`src/rtl/hazard_pkg.sv`:
```
// rtl/hazard_pkg.sv - shared FSM state, control-bundle type and defaults for pipeline_hazard_ctrl
package hazard_pkg;

    localparam int REG_AW_DEF = 5;
    localparam int CNT_W_DEF  = 16;

    typedef enum logic [1:0] {
        ST_RUN      = 2'd0,
        ST_MEM_WAIT = 2'd1,
        ST_FLUSH    = 2'd2
    } hz_state_t;

    typedef struct packed {
        logic pc_write;
        logic if_id_write;
        logic id_ex_write;
        logic ex_mem_write;
        logic if_id_flush;
        logic id_ex_bubble;
        logic mem_wb_bubble;
    } hz_ctrl_t;

    localparam hz_ctrl_t CTRL_IDLE     = 7'b1111_000;
    localparam hz_ctrl_t CTRL_MEM_WAIT = 7'b0000_001;
    localparam hz_ctrl_t CTRL_BRANCH   = 7'b1111_110;
    localparam hz_ctrl_t CTRL_STALL    = 7'b0011_010;
    localparam hz_ctrl_t CTRL_FLUSH    = 7'b1111_100;

endpackage

```
`src/rtl/pipeline_hazard_ctrl_if.sv`:
```
// rtl/pipeline_hazard_ctrl_if.sv - pipeline-side signals of the hazard controller
interface pipeline_hazard_ctrl_if #(
    parameter int REG_AW = 5,
    parameter int CNT_W  = 16
);
    logic [REG_AW-1:0] id_rs;
    logic [REG_AW-1:0] id_rt;
    logic              id_rs_used;
    logic              id_rt_used;
    logic              id_jump;
    logic              ex_mem_read;
    logic              ex_reg_write;
    logic [REG_AW-1:0] ex_wreg;
    logic              mem_reg_write;
    logic [REG_AW-1:0] mem_wreg;
    logic              ex_branch_taken;
    logic              dmem_req;
    logic              dmem_ready;
    logic              pc_write;
    logic              if_id_write;
    logic              id_ex_write;
    logic              ex_mem_write;
    logic              if_id_flush;
    logic              id_ex_bubble;
    logic              mem_wb_bubble;
    logic [CNT_W-1:0]  stall_cnt;
    logic [CNT_W-1:0]  flush_cnt;
    logic              busy;

    modport master (
        output id_rs, id_rt, id_rs_used, id_rt_used, id_jump,
        output ex_mem_read, ex_reg_write, ex_wreg, mem_reg_write, mem_wreg,
        output ex_branch_taken, dmem_req, dmem_ready,
        input  pc_write, if_id_write, id_ex_write, ex_mem_write,
        input  if_id_flush, id_ex_bubble, mem_wb_bubble,
        input  stall_cnt, flush_cnt, busy
    );

    modport slave (
        input  id_rs, id_rt, id_rs_used, id_rt_used, id_jump,
        input  ex_mem_read, ex_reg_write, ex_wreg, mem_reg_write, mem_wreg,
        input  ex_branch_taken, dmem_req, dmem_ready,
        output pc_write, if_id_write, id_ex_write, ex_mem_write,
        output if_id_flush, id_ex_bubble, mem_wb_bubble,
        output stall_cnt, flush_cnt, busy
    );
endinterface

```
`src/rtl/sat_counter.sv`:
```
// rtl/sat_counter.sv - event counter that sticks at all-ones instead of wrapping
module sat_counter #(
    parameter int W = 16
) (
    input  logic         clk,
    input  logic         rst_n,
    input  logic         inc,
    output logic [W-1:0] count
);

    always_ff @(posedge clk or negedge rst_n) begin
        if (!rst_n) begin
            count <= '0;
        end else if (inc && (count != '1)) begin
            count <= count + 1'b1;
        end
    end

endmodule

```
`src/rtl/pipeline_hazard_ctrl.sv`:
```
// rtl/pipeline_hazard_ctrl.sv - stall/flush controller for a 5-stage pipeline
// Define HAZARD_FWD_EN when the datapath has full EX/MEM forwarding (only load-use stalls).
module pipeline_hazard_ctrl
    import hazard_pkg::*;
#(
    parameter int REG_AW = REG_AW_DEF,
    parameter int CNT_W  = CNT_W_DEF
) (
    input logic                   clk,
    input logic                   rst_n,
    pipeline_hazard_ctrl_if.slave bus
);

    hz_state_t state;
    hz_state_t state_nxt;
    hz_ctrl_t  ctrl;
    logic      mem_wait;
    logic      hit_rs;
    logic      hit_rt;
    logic      data_hazard;

    assign mem_wait = bus.dmem_req && !bus.dmem_ready;

`ifdef HAZARD_FWD_EN
    logic unused_fwd;
    assign unused_fwd = ^{bus.ex_reg_write, bus.mem_reg_write, bus.mem_wreg};
    assign hit_rs = bus.ex_mem_read && (bus.id_rs == bus.ex_wreg);
    assign hit_rt = bus.ex_mem_read && (bus.id_rt == bus.ex_wreg);
`else
    // Without forwarding any in-flight writer of a source register must drain first.
    assign hit_rs = ((bus.ex_mem_read || bus.ex_reg_write) && (bus.id_rs == bus.ex_wreg))
                 || (bus.mem_reg_write && (bus.id_rs == bus.mem_wreg));
    assign hit_rt = ((bus.ex_mem_read || bus.ex_reg_write) && (bus.id_rt == bus.ex_wreg))
                 || (bus.mem_reg_write && (bus.id_rt == bus.mem_wreg));
`endif

    assign data_hazard = (bus.id_rs_used && (bus.id_rs != '0) && hit_rs)
                      || (bus.id_rt_used && (bus.id_rt != '0) && hit_rt);

    always_ff @(posedge clk or negedge rst_n) begin
        if (!rst_n) begin
            state <= ST_RUN;
        end else begin
            state <= state_nxt;
        end
    end

    always_comb begin
        state_nxt = state;
        case (state)
            ST_RUN: begin
                if (mem_wait) begin
                    state_nxt = ST_MEM_WAIT;
                end else if (bus.ex_branch_taken) begin
                    state_nxt = ST_FLUSH;
                end
            end
            ST_MEM_WAIT: begin
                if (bus.dmem_ready) begin
                    state_nxt = ST_RUN;
                end
            end
            default: state_nxt = ST_RUN;
        endcase
    end

    // Gated by rst_n so the pipeline sees a clean idle bundle while reset is held.
    always_comb begin
        ctrl = CTRL_IDLE;
        if (rst_n) begin
            case (state)
                ST_RUN: begin
                    if (mem_wait) begin
                        ctrl = CTRL_MEM_WAIT;
                    end else if (bus.ex_branch_taken) begin
                        ctrl = CTRL_BRANCH;
                    end else if (data_hazard) begin
                        ctrl = CTRL_STALL;
                    end else if (bus.id_jump) begin
                        ctrl = CTRL_FLUSH;
                    end
                end
                ST_MEM_WAIT: begin
                    if (!bus.dmem_ready) begin
                        ctrl = CTRL_MEM_WAIT;
                    end
                end
                ST_FLUSH: ctrl = CTRL_FLUSH;
                default:  ctrl = CTRL_IDLE;
            endcase
        end
    end

    assign bus.pc_write      = ctrl.pc_write;
    assign bus.if_id_write   = ctrl.if_id_write;
    assign bus.id_ex_write   = ctrl.id_ex_write;
    assign bus.ex_mem_write  = ctrl.ex_mem_write;
    assign bus.if_id_flush   = ctrl.if_id_flush;
    assign bus.id_ex_bubble  = ctrl.id_ex_bubble;
    assign bus.mem_wb_bubble = ctrl.mem_wb_bubble;
    assign bus.busy          = (state != ST_RUN);

    sat_counter #(.W(CNT_W)) u_stall_cnt (
        .clk   (clk),
        .rst_n (rst_n),
        .inc   (!ctrl.pc_write),
        .count (bus.stall_cnt)
    );

    sat_counter #(.W(CNT_W)) u_flush_cnt (
        .clk   (clk),
        .rst_n (rst_n),
        .inc   (ctrl.if_id_flush),
        .count (bus.flush_cnt)
    );

endmodule
```
`src/flat_wrapper.sv`:
```
// flat-port wrapper written by rule: the top's interface ports become plain ports
module pipeline_hazard_ctrl_flat import hazard_pkg::*;
#(
    parameter int REG_AW = REG_AW_DEF,
    parameter int CNT_W  = CNT_W_DEF
)
  (clk, rst_n, bus_id_rs, bus_id_rt, bus_id_rs_used, bus_id_rt_used, bus_id_jump, bus_ex_mem_read, bus_ex_reg_write, bus_ex_wreg, bus_mem_reg_write, bus_mem_wreg, bus_ex_branch_taken, bus_dmem_req, bus_dmem_ready, bus_pc_write, bus_if_id_write, bus_id_ex_write, bus_ex_mem_write, bus_if_id_flush, bus_id_ex_bubble, bus_mem_wb_bubble, bus_stall_cnt, bus_flush_cnt, bus_busy);
  pipeline_hazard_ctrl_if #(.REG_AW(REG_AW), .CNT_W(CNT_W)) bus_i ();
  input logic clk;
  input logic rst_n;
  input wire logic [$bits(bus_i.id_rs)-1:0] bus_id_rs;
  input wire logic [$bits(bus_i.id_rt)-1:0] bus_id_rt;
  input wire logic [$bits(bus_i.id_rs_used)-1:0] bus_id_rs_used;
  input wire logic [$bits(bus_i.id_rt_used)-1:0] bus_id_rt_used;
  input wire logic [$bits(bus_i.id_jump)-1:0] bus_id_jump;
  input wire logic [$bits(bus_i.ex_mem_read)-1:0] bus_ex_mem_read;
  input wire logic [$bits(bus_i.ex_reg_write)-1:0] bus_ex_reg_write;
  input wire logic [$bits(bus_i.ex_wreg)-1:0] bus_ex_wreg;
  input wire logic [$bits(bus_i.mem_reg_write)-1:0] bus_mem_reg_write;
  input wire logic [$bits(bus_i.mem_wreg)-1:0] bus_mem_wreg;
  input wire logic [$bits(bus_i.ex_branch_taken)-1:0] bus_ex_branch_taken;
  input wire logic [$bits(bus_i.dmem_req)-1:0] bus_dmem_req;
  input wire logic [$bits(bus_i.dmem_ready)-1:0] bus_dmem_ready;
  output wire logic [$bits(bus_i.pc_write)-1:0] bus_pc_write;
  output wire logic [$bits(bus_i.if_id_write)-1:0] bus_if_id_write;
  output wire logic [$bits(bus_i.id_ex_write)-1:0] bus_id_ex_write;
  output wire logic [$bits(bus_i.ex_mem_write)-1:0] bus_ex_mem_write;
  output wire logic [$bits(bus_i.if_id_flush)-1:0] bus_if_id_flush;
  output wire logic [$bits(bus_i.id_ex_bubble)-1:0] bus_id_ex_bubble;
  output wire logic [$bits(bus_i.mem_wb_bubble)-1:0] bus_mem_wb_bubble;
  output wire logic [$bits(bus_i.stall_cnt)-1:0] bus_stall_cnt;
  output wire logic [$bits(bus_i.flush_cnt)-1:0] bus_flush_cnt;
  output wire logic [$bits(bus_i.busy)-1:0] bus_busy;
  assign bus_i.id_rs = bus_id_rs;
  assign bus_i.id_rt = bus_id_rt;
  assign bus_i.id_rs_used = bus_id_rs_used;
  assign bus_i.id_rt_used = bus_id_rt_used;
  assign bus_i.id_jump = bus_id_jump;
  assign bus_i.ex_mem_read = bus_ex_mem_read;
  assign bus_i.ex_reg_write = bus_ex_reg_write;
  assign bus_i.ex_wreg = bus_ex_wreg;
  assign bus_i.mem_reg_write = bus_mem_reg_write;
  assign bus_i.mem_wreg = bus_mem_wreg;
  assign bus_i.ex_branch_taken = bus_ex_branch_taken;
  assign bus_i.dmem_req = bus_dmem_req;
  assign bus_i.dmem_ready = bus_dmem_ready;
  assign bus_pc_write = bus_i.pc_write;
  assign bus_if_id_write = bus_i.if_id_write;
  assign bus_id_ex_write = bus_i.id_ex_write;
  assign bus_ex_mem_write = bus_i.ex_mem_write;
  assign bus_if_id_flush = bus_i.if_id_flush;
  assign bus_id_ex_bubble = bus_i.id_ex_bubble;
  assign bus_mem_wb_bubble = bus_i.mem_wb_bubble;
  assign bus_stall_cnt = bus_i.stall_cnt;
  assign bus_flush_cnt = bus_i.flush_cnt;
  assign bus_busy = bus_i.busy;
  pipeline_hazard_ctrl #(.REG_AW(REG_AW), .CNT_W(CNT_W)) u_core (.clk(clk), .rst_n(rst_n), .bus(bus_i));
endmodule
```
`config.mk`:
```
export PLATFORM = sky130hd
export DESIGN_NAME = pipeline_hazard_ctrl_flat
export DESIGN_NICKNAME = d
export VERILOG_FILES = /design/src/rtl/hazard_pkg.sv /design/src/rtl/pipeline_hazard_ctrl_if.sv /design/src/rtl/sat_counter.sv /design/src/rtl/pipeline_hazard_ctrl.sv /design/src/flat_wrapper.sv
export SDC_FILE = /design/constraint.sdc
export NUM_CORES = 1
export LEC_CHECK = 0
export CAP_MARGIN = 0
export CORE_ASPECT_RATIO = 1.2
export CORE_MARGIN = 4
export CORE_UTILIZATION = 45
export CTS_CLUSTER_DIAMETER = 80
export DETAILED_ROUTE_END_ITERATION = 8
export GPL_TIMING_DRIVEN = 0
export PLACE_DENSITY = 0.82
export SYNTH_ARGS = -nofsm -noshare
export SYNTH_HDL_FRONTEND = slang
export SYNTH_SLANG_ARGS = --single-unit
```
`constraint.sdc`:
```
create_clock -name clk -period 2.9 [get_ports clk]
set_input_delay 0.58 -clock clk [delete_from_list [all_inputs] [get_ports clk]]
set_output_delay 0.58 -clock clk [all_outputs]
set_load 0.03 [all_outputs]
```
Yosys cells after proc, flatten, opt, wreduce, memory -nomap -nowiden
Cells that the tools add are included.

operators by class
  add/subtract/negate cells = 2
  equal/unequal tests = 10
  muxes and demuxes = 11
  reductions and logical operators = 22

operators by type and width
  operator                                                                 number
  7-bit two-way mux                                                        5
  16-bit by 1-bit adder with 16-bit output, second input constant          2
  16-bit inequality test, second input constant                            2
  7-bit one-hot mux with 3 select lines                                    1
  5-bit == test                                                            4
  1-bit logical AND                                                        11
  5-bit nonzero test                                                       2
  2-bit two-way mux                                                        3
  1-bit logical OR                                                         4
  2-bit one-hot mux with 2 select lines                                    1
  3-bit two-way mux                                                        1
  3-bit by 2-bit inequality test with 1-bit output, second input constant  1
  2-bit by 1-bit == test with 1-bit output, second input constant          1
  2-bit == test, second input constant                                     1
  1-bit logical NOT                                                        2
  2-bit logical NOT                                                        1
  2-bit inequality test, second input constant                             1
  2-bit AND reduction                                                      1
  2-bit nonzero test                                                       1

word-level totals
  flip-flop bits (word level) = 34
  input bits = 31
  output and inout bits = 40
  logic and storage cells = 48

Longest topological paths before layout
Gate-level depths: netlist of the first run.

  word-level depth = 12
  gate-level depth with buffers = 8
  depth with buffers taken out = 7

Cells and area by module
Synthesis of the first run repeated with hierarchy kept, for this count alone.

second synthesis, totals
  cell total of the unflattened synthesis = 201
  area, all modules = 2157.1 um^2

by module, submodules not included
  module                instances  cells each  area each (um^2)  seq. area each (um^2)
  sat_counter           2          72          859.6             400.4
  pipeline_hazard_ctrl  1          57          437.9             50.0

Least setup slack after synthesis of the first run
OpenSTA, ideal clock, no wires.

  path kind = in2out
  start = input port bus_id_rt[1]
  end = output port bus_pc_write
  arrival time = 2222 ps
  required time = 2320 ps
  path slack = 98 ps
  cell stages on the path = 5
  buffers on the path = 1
  cell sequence = or4_1 -> o21ai_2 -> o21ai_2 -> o21bai_1 -> buf_4

on the way
  cells in the longest elaborated chain, start to end = 10
  elaborated cells on any way between the ends = 14
  classes of those cells = eq/ne (2); mux (5); reduce/logical (7)

ends and longest elaborated chain
  what                                         line                                                    text
  start: declaration                           flat_wrapper.sv:12                                      input wire logic [$bits(bus_i.id_rt)-1:0] bus_id_rt;
  5-bit == test, on equally long branches      pipeline_hazard_ctrl.sv:33, pipeline_hazard_ctrl.sv:34
  1-bit logical AND, on equally long branches  pipeline_hazard_ctrl.sv:33, pipeline_hazard_ctrl.sv:34
  1-bit logical OR                             pipeline_hazard_ctrl.sv:34                              || (bus.mem_reg_write && (bus.id_rt == bus.mem_wreg));
  1-bit logical AND *                          pipeline_hazard_ctrl.sv:38                              || (bus.id_rt_used && (bus.id_rt != '0) && hit_rt);
  1-bit logical OR *                           pipeline_hazard_ctrl.sv:38
  7-bit two-way mux *                          pipeline_hazard_ctrl.sv:77                              end else if (data_hazard) begin
  7-bit two-way mux *                          pipeline_hazard_ctrl.sv:75                              end else if (bus.ex_branch_taken) begin
  7-bit two-way mux *                          pipeline_hazard_ctrl.sv:73                              if (mem_wait) begin
  7-bit one-hot mux with 3 select lines *      pipeline_hazard_ctrl.sv:71                              case (state)
  7-bit two-way mux *                          pipeline_hazard_ctrl.sv:70                              if (rst_n) begin
  end: declaration                             flat_wrapper.sv:24                                      output wire logic [$bits(bus_i.pc_write)-1:0] bus_pc_write;

Mark *: on every way between the ends. The rest lies on a longest branch, timed or not.

Worst setup path in the final report of the first run
  start = input port bus_ex_wreg[4]
  end = output port bus_if_id_flush

on the way
  cells in the longest elaborated chain, start to end = 10
  elaborated cells on any way between the ends = 14
  classes of those cells = eq/ne (2); mux (5); reduce/logical (7)

ends and longest elaborated chain
  what                                         line                                                    text
  start: declaration                           flat_wrapper.sv:18                                      input wire logic [$bits(bus_i.ex_wreg)-1:0] bus_ex_wreg;
  5-bit == test, on equally long branches      pipeline_hazard_ctrl.sv:31, pipeline_hazard_ctrl.sv:33
  1-bit logical AND, on equally long branches  pipeline_hazard_ctrl.sv:31, pipeline_hazard_ctrl.sv:33
  1-bit logical OR, on equally long branches   pipeline_hazard_ctrl.sv:32, pipeline_hazard_ctrl.sv:34
  1-bit logical AND, on equally long branches  pipeline_hazard_ctrl.sv:37, pipeline_hazard_ctrl.sv:38
  1-bit logical OR *                           pipeline_hazard_ctrl.sv:38
  7-bit two-way mux *                          pipeline_hazard_ctrl.sv:77
  7-bit two-way mux *                          pipeline_hazard_ctrl.sv:75
  7-bit two-way mux *                          pipeline_hazard_ctrl.sv:73
  7-bit one-hot mux with 3 select lines *      pipeline_hazard_ctrl.sv:71
  7-bit two-way mux *                          pipeline_hazard_ctrl.sv:70
  end: declaration                             flat_wrapper.sv:28                                      output wire logic [$bits(bus_i.if_id_flush)-1:0] bus_if_id_flush;

Marks and branches as above.

==> summary.md, run 1 <==
| Metric | Value |
|---|---|
| Overall power consumption | 1.74 mW |
| Number of instances in the placed design | 325 |
| Final Worst Setup Slack | 0.0459 ns |
| Clock tree from TritonCTS | built |
| Filler Cells Inserted | 355 |
| Sequential cell area | 851 um2 |
| Post-layout utilization of the core | 0.690 |
| Leak pwr | 1.35 nW |
| Category of the critical setup timing path | in -> out |
| Number of antenna violations at the first check in global routing | 0 |
| Htree depth | 2 |
| RSZ-0062 raised after global routing | yes |
| Root Buffer Master | sky130_fd_sc_hd__clkbuf_8 |
| FP Rows | 26 |
| Number of max-slew violations in the final report | 0 |
| First-pass GRT wire length | 8090 um |
| Arrival time at the worst endpoint | 2.27 ns |
| DIE AREA | 5630 um2 |
| Cell area after synthesis | 2020 um2 |
| Total routed wirelength | 4790 um |
| Largest fanout on the critical path | 3 |
| Count of state elements after synthesis | 34 |
| Nature of the critical path startpoint | input pin |
| Critical path data required time | 2.32 ns |
| Via count | 1818 |
| Multi-input logic area | 1150 um2 |
| Average detailed-routed wire length per instance | 14.1 um |
| Vertical die dimension | 81.4 um |
| Count of different cell masters after synthesis | 42 |
| Number of nets with antenna violations after routing | 0 |
| Yosys Warn Count | 0 |
| Input/output buffers | 70 |
| Worst min path class | in -> async |
| Number of hold violations in the final report | 0 |
| Design Area, Final | 2960 um2 |
| Post-route clock period utilization | 0.984 |
| Largest stage delay on the critical path | 0.51 ns |
| Number of antenna cells inserted | 0 |
| Most repeated library cell on the critical path | sky130_fd_sc_hd__buf_4 |
| Synth-to-Final Area Change | 46.8% |
| Pin slew with the least headroom to its limit | 0.582 ns |
| Critical Path, Cell by Cell | clkdlybuf4s50_1 -> xor2_1 -> nor4_1 -> a32oi_1 -> nor2_2 -> buf_4 -> o31ai_4 -> buf_6 -> buf_4 |
| Maxcap violations | 0 |
| DP Wirelength | 3690 um |
| Number of vias per cell after detailed routing | 5.35 |
| Worst-case vdd ir drop | 567 uV |
| Final critical-path required period | 2.85 ns |
| Clk_skew | 0.00808 ns |
| CP Buf/Inv Count | 4 |
| Final setup fails | 0 |
| Worst-case headroom to the max-slew limit | 0.609 |
| DRC | 0 |
| Clock latency on the worst-skew pair | 0.29 ns |
| Number of global-route vias before repair | 1864 |
| Fin Hold WS | 0.237 ns |
| GP Congestion | 0.795 |
| Post-synthesis cell count | 199 |
| Ys flop type | sky130_fd_sc_hd__dfrtp_1 |
| Maximum clock frequency | 350 MHz |
| Initial cell density of the core | 0.470 |
| Core area | 4290 um2 |
| Post-route insts no fill | 340 |
| Instance area after placement | 2790 um2 |
| Final-layout setup total negative slack | 0 ns |
| Global route overflow | 0 |
| CTS Hold Bufs | 0 |
| Crit path max-delay family | buffers and inverters |
| Floorplan die width | 69.2 um |
| Boundary pin count | 71 |
| Syn avg cell area | 10.1 um2 |
| Run status | finished clean |
| Total number of nets in the final design | 316 |
| Overall fraction of global-route tracks in use | 0.179 |
| Power Density | 588 nW/um2 |
| Layout cells sized above 1 | 0.162 |
| Post-Place Setup Slack | -1.03 ns |
| Worst-path clk slew | 0.07 ns |
| Max stage delay cell, worst path | sky130_fd_sc_hd__clkdlybuf4s50_1 |
| Net count after synthesis | 232 |
| Number of buffers on the longest clock path | 2 |
| Clock sink count | 34 |
| Proportion of synthesized chip area in sequential cells | 0.421 |
| Number of flops mapped to enable cells by yosys | 0 |
| Cts bufs inserted | 5 |
| Post-synthesis async set-or-reset flop share | 1.00 |
| Pin count of the biggest net entering global routing | 39 |
| Number of iterations in the first detailed-routing pass | 4 |
| Kind of end point of the critical path | output port |
| Starting DRT DRC Count | 115 |
==> cell usage after synthesis, types with 3 or more instances <==
| library cell | count | area [um2] |
|---|---|---|
| sky130_fd_sc_hd__nor2_1 | 18 | 67.6 |
| sky130_fd_sc_hd__inv_1 | 3 | 11.3 |
| sky130_fd_sc_hd__nor3_1 | 7 | 35.0 |
| sky130_fd_sc_hd__dfrtp_1 | 34 | 851 |
| sky130_fd_sc_hd__nand2_1 | 10 | 37.5 |
| sky130_fd_sc_hd__a21oi_1 | 3 | 15.0 |
| sky130_fd_sc_hd__o21ai_2 | 3 | 26.3 |
| sky130_fd_sc_hd__nand3_2 | 8 | 80.1 |
| sky130_fd_sc_hd__and3_1 | 6 | 37.5 |
| sky130_fd_sc_hd__xnor2_1 | 17 | 149 |
| sky130_fd_sc_hd__o21ai_0 | 3 | 15.0 |
| sky130_fd_sc_hd__xor2_1 | 29 | 254 |
| sky130_fd_sc_hd__nand4_1 | 7 | 43.8 |
| sky130_fd_sc_hd__nand3_1 | 9 | 45.0 |
| sky130_fd_sc_hd__nor4_1 | 7 | 43.8 |
==> logic make-up (layout without fill, tap and decap cells) <==
kind of cell / Yosys count / count (layout) / synth area share
buffers and inverters: 7 / 92 / 0.0211
AO/OA/AOI/OAI: 20 / 20 / 0.0787
multiplexers: 4 / 4 / 0.0260
adder cells (fa/ha/maj): 2 / 2 / 0.0124
AND/OR/NAND/NOR: 86 / 86 / 0.241
XOR/XNOR: 46 / 46 / 0.200
flip-flops: 34 / 34 / 0.421
==> final cells by class <==
cell class	count	share of cell area
tap	56	0.0236
buffer	4	0.0106
clock inverter	1	0.0101
clock buffer	7	0.0257
timing repair buffer	77	0.252
multi-input combinational	158	0.387
inverter	3	0.00380
sequential	34	0.287
==> sequential cells by signal (all words and copies together), names as in the netlist <==
name	flops
u_core.state	2
u_core.u_flush_cnt.count	16
u_core.u_stall_cnt.count	16
==> power breakdown <==
| group | internal (mW) | switching, mW |
|---|---|---|
| clock network | 0.257 | 0.166 |
| logic | 0.300 | 0.348 |
| registers | 0.553 | 0.117 |
| total | 1.11 | 0.632 |
==> path summary, 6_finish.rpt <==
check                                                     to                   startpoint  slack, ns  cells past startpoint
worst max-delay path                         bus_if_id_flush               bus_ex_wreg[4]       0.05                      9
worst min-delay path             u_core.u_flush_cnt.count[0]                        rst_n       0.24                      1
min in group clk                 u_core.u_stall_cnt.count[9]  u_core.u_stall_cnt.count[9]       0.49                      1
max in group asynchronous        u_core.u_flush_cnt.count[2]                        rst_n       2.34                      1
worst min register to register   u_core.u_stall_cnt.count[9]  u_core.u_stall_cnt.count[9]       0.49                      1
worst max register to register  u_core.u_flush_cnt.count[12]              u_core.state[0]       0.73                      9
==> layer usage <==
| metal | part of all wire | GRT usage | up-vias |
|---|---|---|---|
| li1 | - | - | 867 |
| met1 | 0.40 | 0.194 | 877 |
| met2 | 0.51 | 0.328 | 65 |
| met3 | 0.075 | 0.0569 | 9 |
| met4 | 0.020 | 0.0645 | 0 |
| met5 | 0 | 0 | - |
==> placed cells by master (no fill, tap or decap), types with 3 or more instances in the layout <==
cell type                         Yosys  layout
sky130_fd_sc_hd__dfrtp_1             34      34
sky130_fd_sc_hd__dlygate4sd2_1        0      11
sky130_fd_sc_hd__nand2_1             10      10
sky130_fd_sc_hd__clkdlybuf4s50_1      0      43
sky130_fd_sc_hd__a21oi_1              3       3
sky130_fd_sc_hd__dlymetal6s2s_1       0      10
sky130_fd_sc_hd__nor2_1              18      18
sky130_fd_sc_hd__nor3_1               7       7
sky130_fd_sc_hd__clkbuf_8             0       5
sky130_fd_sc_hd__nand3_1              9       9
sky130_fd_sc_hd__xnor2_1             17      17
sky130_fd_sc_hd__xor2_1              29      29
sky130_fd_sc_hd__o21ai_2              3       4
sky130_fd_sc_hd__buf_4                2      12
sky130_fd_sc_hd__nor4_1               7       6
sky130_fd_sc_hd__nand4_1              7       7
sky130_fd_sc_hd__buf_2                1       3
sky130_fd_sc_hd__nand3_2              8       8
sky130_fd_sc_hd__inv_1                3       3
sky130_fd_sc_hd__and3_1               6       6
==> worst register-to-register path, delay by kind of cell (launching register included) <==
kind | cells | cell delay [ns]
compound gates | 3 | 0.46
buf+inv | 2 | 0.29
flops | 1 | 0.40
mux | 1 | 0.30
simple gates | 3 | 0.61
==> repair_timing <==
action,4_1_cts,5_1_grt
buffers inserted,7,0
pin swaps,7,10
gates cloned,0,0
gates resized for setup,35,17
setup endpoints to repair,7,6
No activity file was read; power rests on OpenSTA's default activity.
==> inputs of run 2 (changes only) <==
Settings changed: CTS_CLUSTER_DIAMETER 80 to default, GPL_ROUTABILITY_DRIVEN from default to 0.
==> results of run 2 <==
No change in the layout: final DEF, timing and power equal those of run 1.
==> inputs of run 3 (changes only) <==
Settings changed: ABC_CLOCK_PERIOD_IN_PS from default to 2900, SLEW_MARGIN from default to 20.
==> summary.md, run 3 (synthesis results as in run 1) <==
| Metric | Value |
|---|---|
| Biggest registers after layout | u_core.u_flush_cnt.count x16, u_core.u_stall_cnt.count x16, u_core.state x2 |
| Total routed wirelength | 5000 um |
| Global route overflow | 0 |
| Number of max-slew violations in the final report | 0 |
| Clock sink count | 34 |
| Fraction of power consumed by combinational cells | 0.370 |
| Number of buffers on the longest clock path | 2 |
| Switching power of the nets | 0.639 mW |
| Kind of end point of the critical path | output port |
| Floorplan die width | 69.2 um |
| Maximum clock frequency | 354 MHz |
| Worst min path class | in -> async |
| Boundary pin count | 71 |
| Pin slew with the least headroom to its limit | 0.593 ns |
| Input/output buffers | 70 |
| Via count | 1864 |
| Final critical-path required period | 2.82 ns |
| DIE AREA | 5630 um2 |
| Arrival time at the worst endpoint | 2.24 ns |
| Number of antenna cells inserted | 0 |
| Leak pwr | 1.37 nW |
| Number of vias per cell after detailed routing | 5.45 |
| Largest stage delay on the critical path | 0.54 ns |
| Core area | 4290 um2 |
| FP Rows | 26 |
| Final Worst Setup Slack | 0.0751 ns |
| Worst-path clk slew | 0.07 ns |
| Most repeated library cell on the critical path | sky130_fd_sc_hd__buf_6 |
| Layout cells sized above 1 | 0.175 |
| Post-Place Setup Slack | -1.03 ns |
| Synth-to-Final Area Change | 48.6% |
| Clk_skew | 0.00749 ns |
| Share of total power in the clock network | 0.250 |
| Sequential Power Share | 0.380 |
| Number of hold violations in the final report | 0 |
| Htree depth | 2 |
| DP Wirelength | 3760 um |
| Initial cell density of the core | 0.470 |
| Cts bufs inserted | 5 |
| Post-route clock period utilization | 0.974 |
| Starting DRT DRC Count | 87 |
| Power Density | 590 nW/um2 |
| Top library cells by usage in the layout, fill and taps aside | sky130_fd_sc_hd__clkdlybuf4s50_1, sky130_fd_sc_hd__dfrtp_1, sky130_fd_sc_hd__xor2_1 |
| End of the worst register-to-register path | u_core.u_stall_cnt.count[12] |
| Clock latency on the worst-skew pair | 0.29 ns |
| Max stage delay cell, worst path | sky130_fd_sc_hd__or4_4 |
| Worst-case headroom to the max-slew limit | 0.602 |
| Worst-case vdd ir drop | 533 uV |
| Internal | 1.13 mW |
| CTS Hold Bufs | 0 |
| Filler Cells Inserted | 346 |
| Total number of nets in the final design | 319 |
| R2R cell count | 8 |
| Post-layout utilization of the core | 0.699 |
| Vertical die dimension | 81.4 um |
| Number of nets with antenna violations after routing | 0 |
| Launch point of the worst path | bus_id_rs[1] |
| Overall fraction of global-route tracks in use | 0.187 |
| Number of antenna violations at the first check in global routing | 0 |
| Switching part of the total power | 0.361 |
| Critical path data required time | 2.32 ns |
| Root Buffer Master | sky130_fd_sc_hd__clkbuf_8 |
| Startpoint of the lowest-slack register-to-register path | u_core.state[0] |
| Final setup fails | 0 |
| Run status | finished clean |
| DRC | 0 |
| Pin count of the biggest net entering global routing | 30 |
| Average detailed-routed wire length per instance | 14.6 um |
| Most common cell after layout, fill and taps aside | sky130_fd_sc_hd__clkdlybuf4s50_1 |
| Critical Path, Cell by Cell | dlygate4sd2_1 -> or4_4 -> o21ai_2 -> nor2_2 -> buf_4 -> o31ai_4 -> buf_6 -> buf_6 |
| Category of the critical setup timing path | in -> out |
| Number of global-route vias before repair | 1904 |
| Clock tree from TritonCTS | built |
| Overall power consumption | 1.77 mW |
| Maxcap violations | 0 |
| Register-to-register path setup slack | 0.66 ns |
| Crit path capture | bus_if_id_flush |
| First-pass GRT wire length | 8350 um |
| Largest fanout on the critical path | 3 |
| Number of iterations in the first detailed-routing pass | 4 |
| Nature of the critical path startpoint | input pin |
run 3: changes by cell type in the layout (fill, tap and decap cells not counted), sizes merged:
cell           before  now
clkbuf              7    6
dlygate4sd2        11   13
clkdlybuf4s15       1    0
dlymetal6s2s       10    9
buf                16   19
run 3: critical path: cells and delay by family:
kind,cells,cell delay [ns]
AOI/OAI and AO/OA,2,0.38
buffers and inverters,4,0.68
and+or+nand+nor,2,0.60
run 3: worst min path at each step:
stage / start / end / slack, ns / depth (start not counted)
2_1_floorplan: rst_n / u_core.state[0] / 0.28 / 0
3_3_place_gp: u_core.state[1] / u_core.state[0] / 0.45 / 1
3_5_place_dp: rst_n / u_core.u_flush_cnt.count[0] / 0.46 / 1
4_1_cts: rst_n / u_core.u_flush_cnt.count[11] / 0.15 / 1
5_1_grt: rst_n / u_core.u_flush_cnt.count[11] / 0.15 / 1
6_report: rst_n / u_core.u_flush_cnt.count[11] / 0.15 / 1
run 3: stage by stage:
step | instance area [um2] | setup TNS (ns) | cells | hold slack (ns)
final | 3000 | 0 | 342 | 0.150
after detailed placement | 2810 | -4.14 | 326 | 0.458
after floorplan | 2020 | 0 | 199 | 0.284
after global placement | 2790 | -27.23 | 325 | 0.448
after CTS | 2960 | -0.0350 | 340 | 0.146
after global routing | 3000 | -0.00165 | 342 | 0.148
run 3: repair_timing:
| item | CTS | global route |
|---|---|---|
| buffers inserted | 7 | 2 |
| resized for setup | 35 | 16 |
| pin swaps | 8 | 11 |
| endpoints found under the setup margin | 5 | 6 |
run 3: area by class of cell:
cell class,instances,area [um2],share of cell area
clock buffer,6,82.6,0.0275
sequential,34,851,0.283
multi-input combinational,158,1150,0.382
inverter,3,11.3,0.00375
timing repair buffer,80,778,0.259
buffer,4,31.3,0.0104
clock inverter,1,30.0,0.0100
tap,56,70.1,0.0233
run 3: metal layers:
| layer | global-route usage | part of all wire | up-vias |
|---|---|---|---|
| li1 | - | - | 875 |
| met1 | 0.200 | 0.40 | 888 |
| met2 | 0.334 | 0.49 | 83 |
| met3 | 0.0631 | 0.079 | 18 |
| met4 | 0.0879 | 0.030 | 0 |
| met5 | 0 | 0 | - |
run 3: power groups by stage:
stage	Sequential [mW]	Combinational, mW	Clock [mW]
floorplan	0.805	0.219	0
global placement	0.676	0.633	0
detailed placement	0.679	0.647	0
CTS	0.671	0.656	0.453
global route	0.689	0.698	0.477
finish	0.673	0.655	0.443
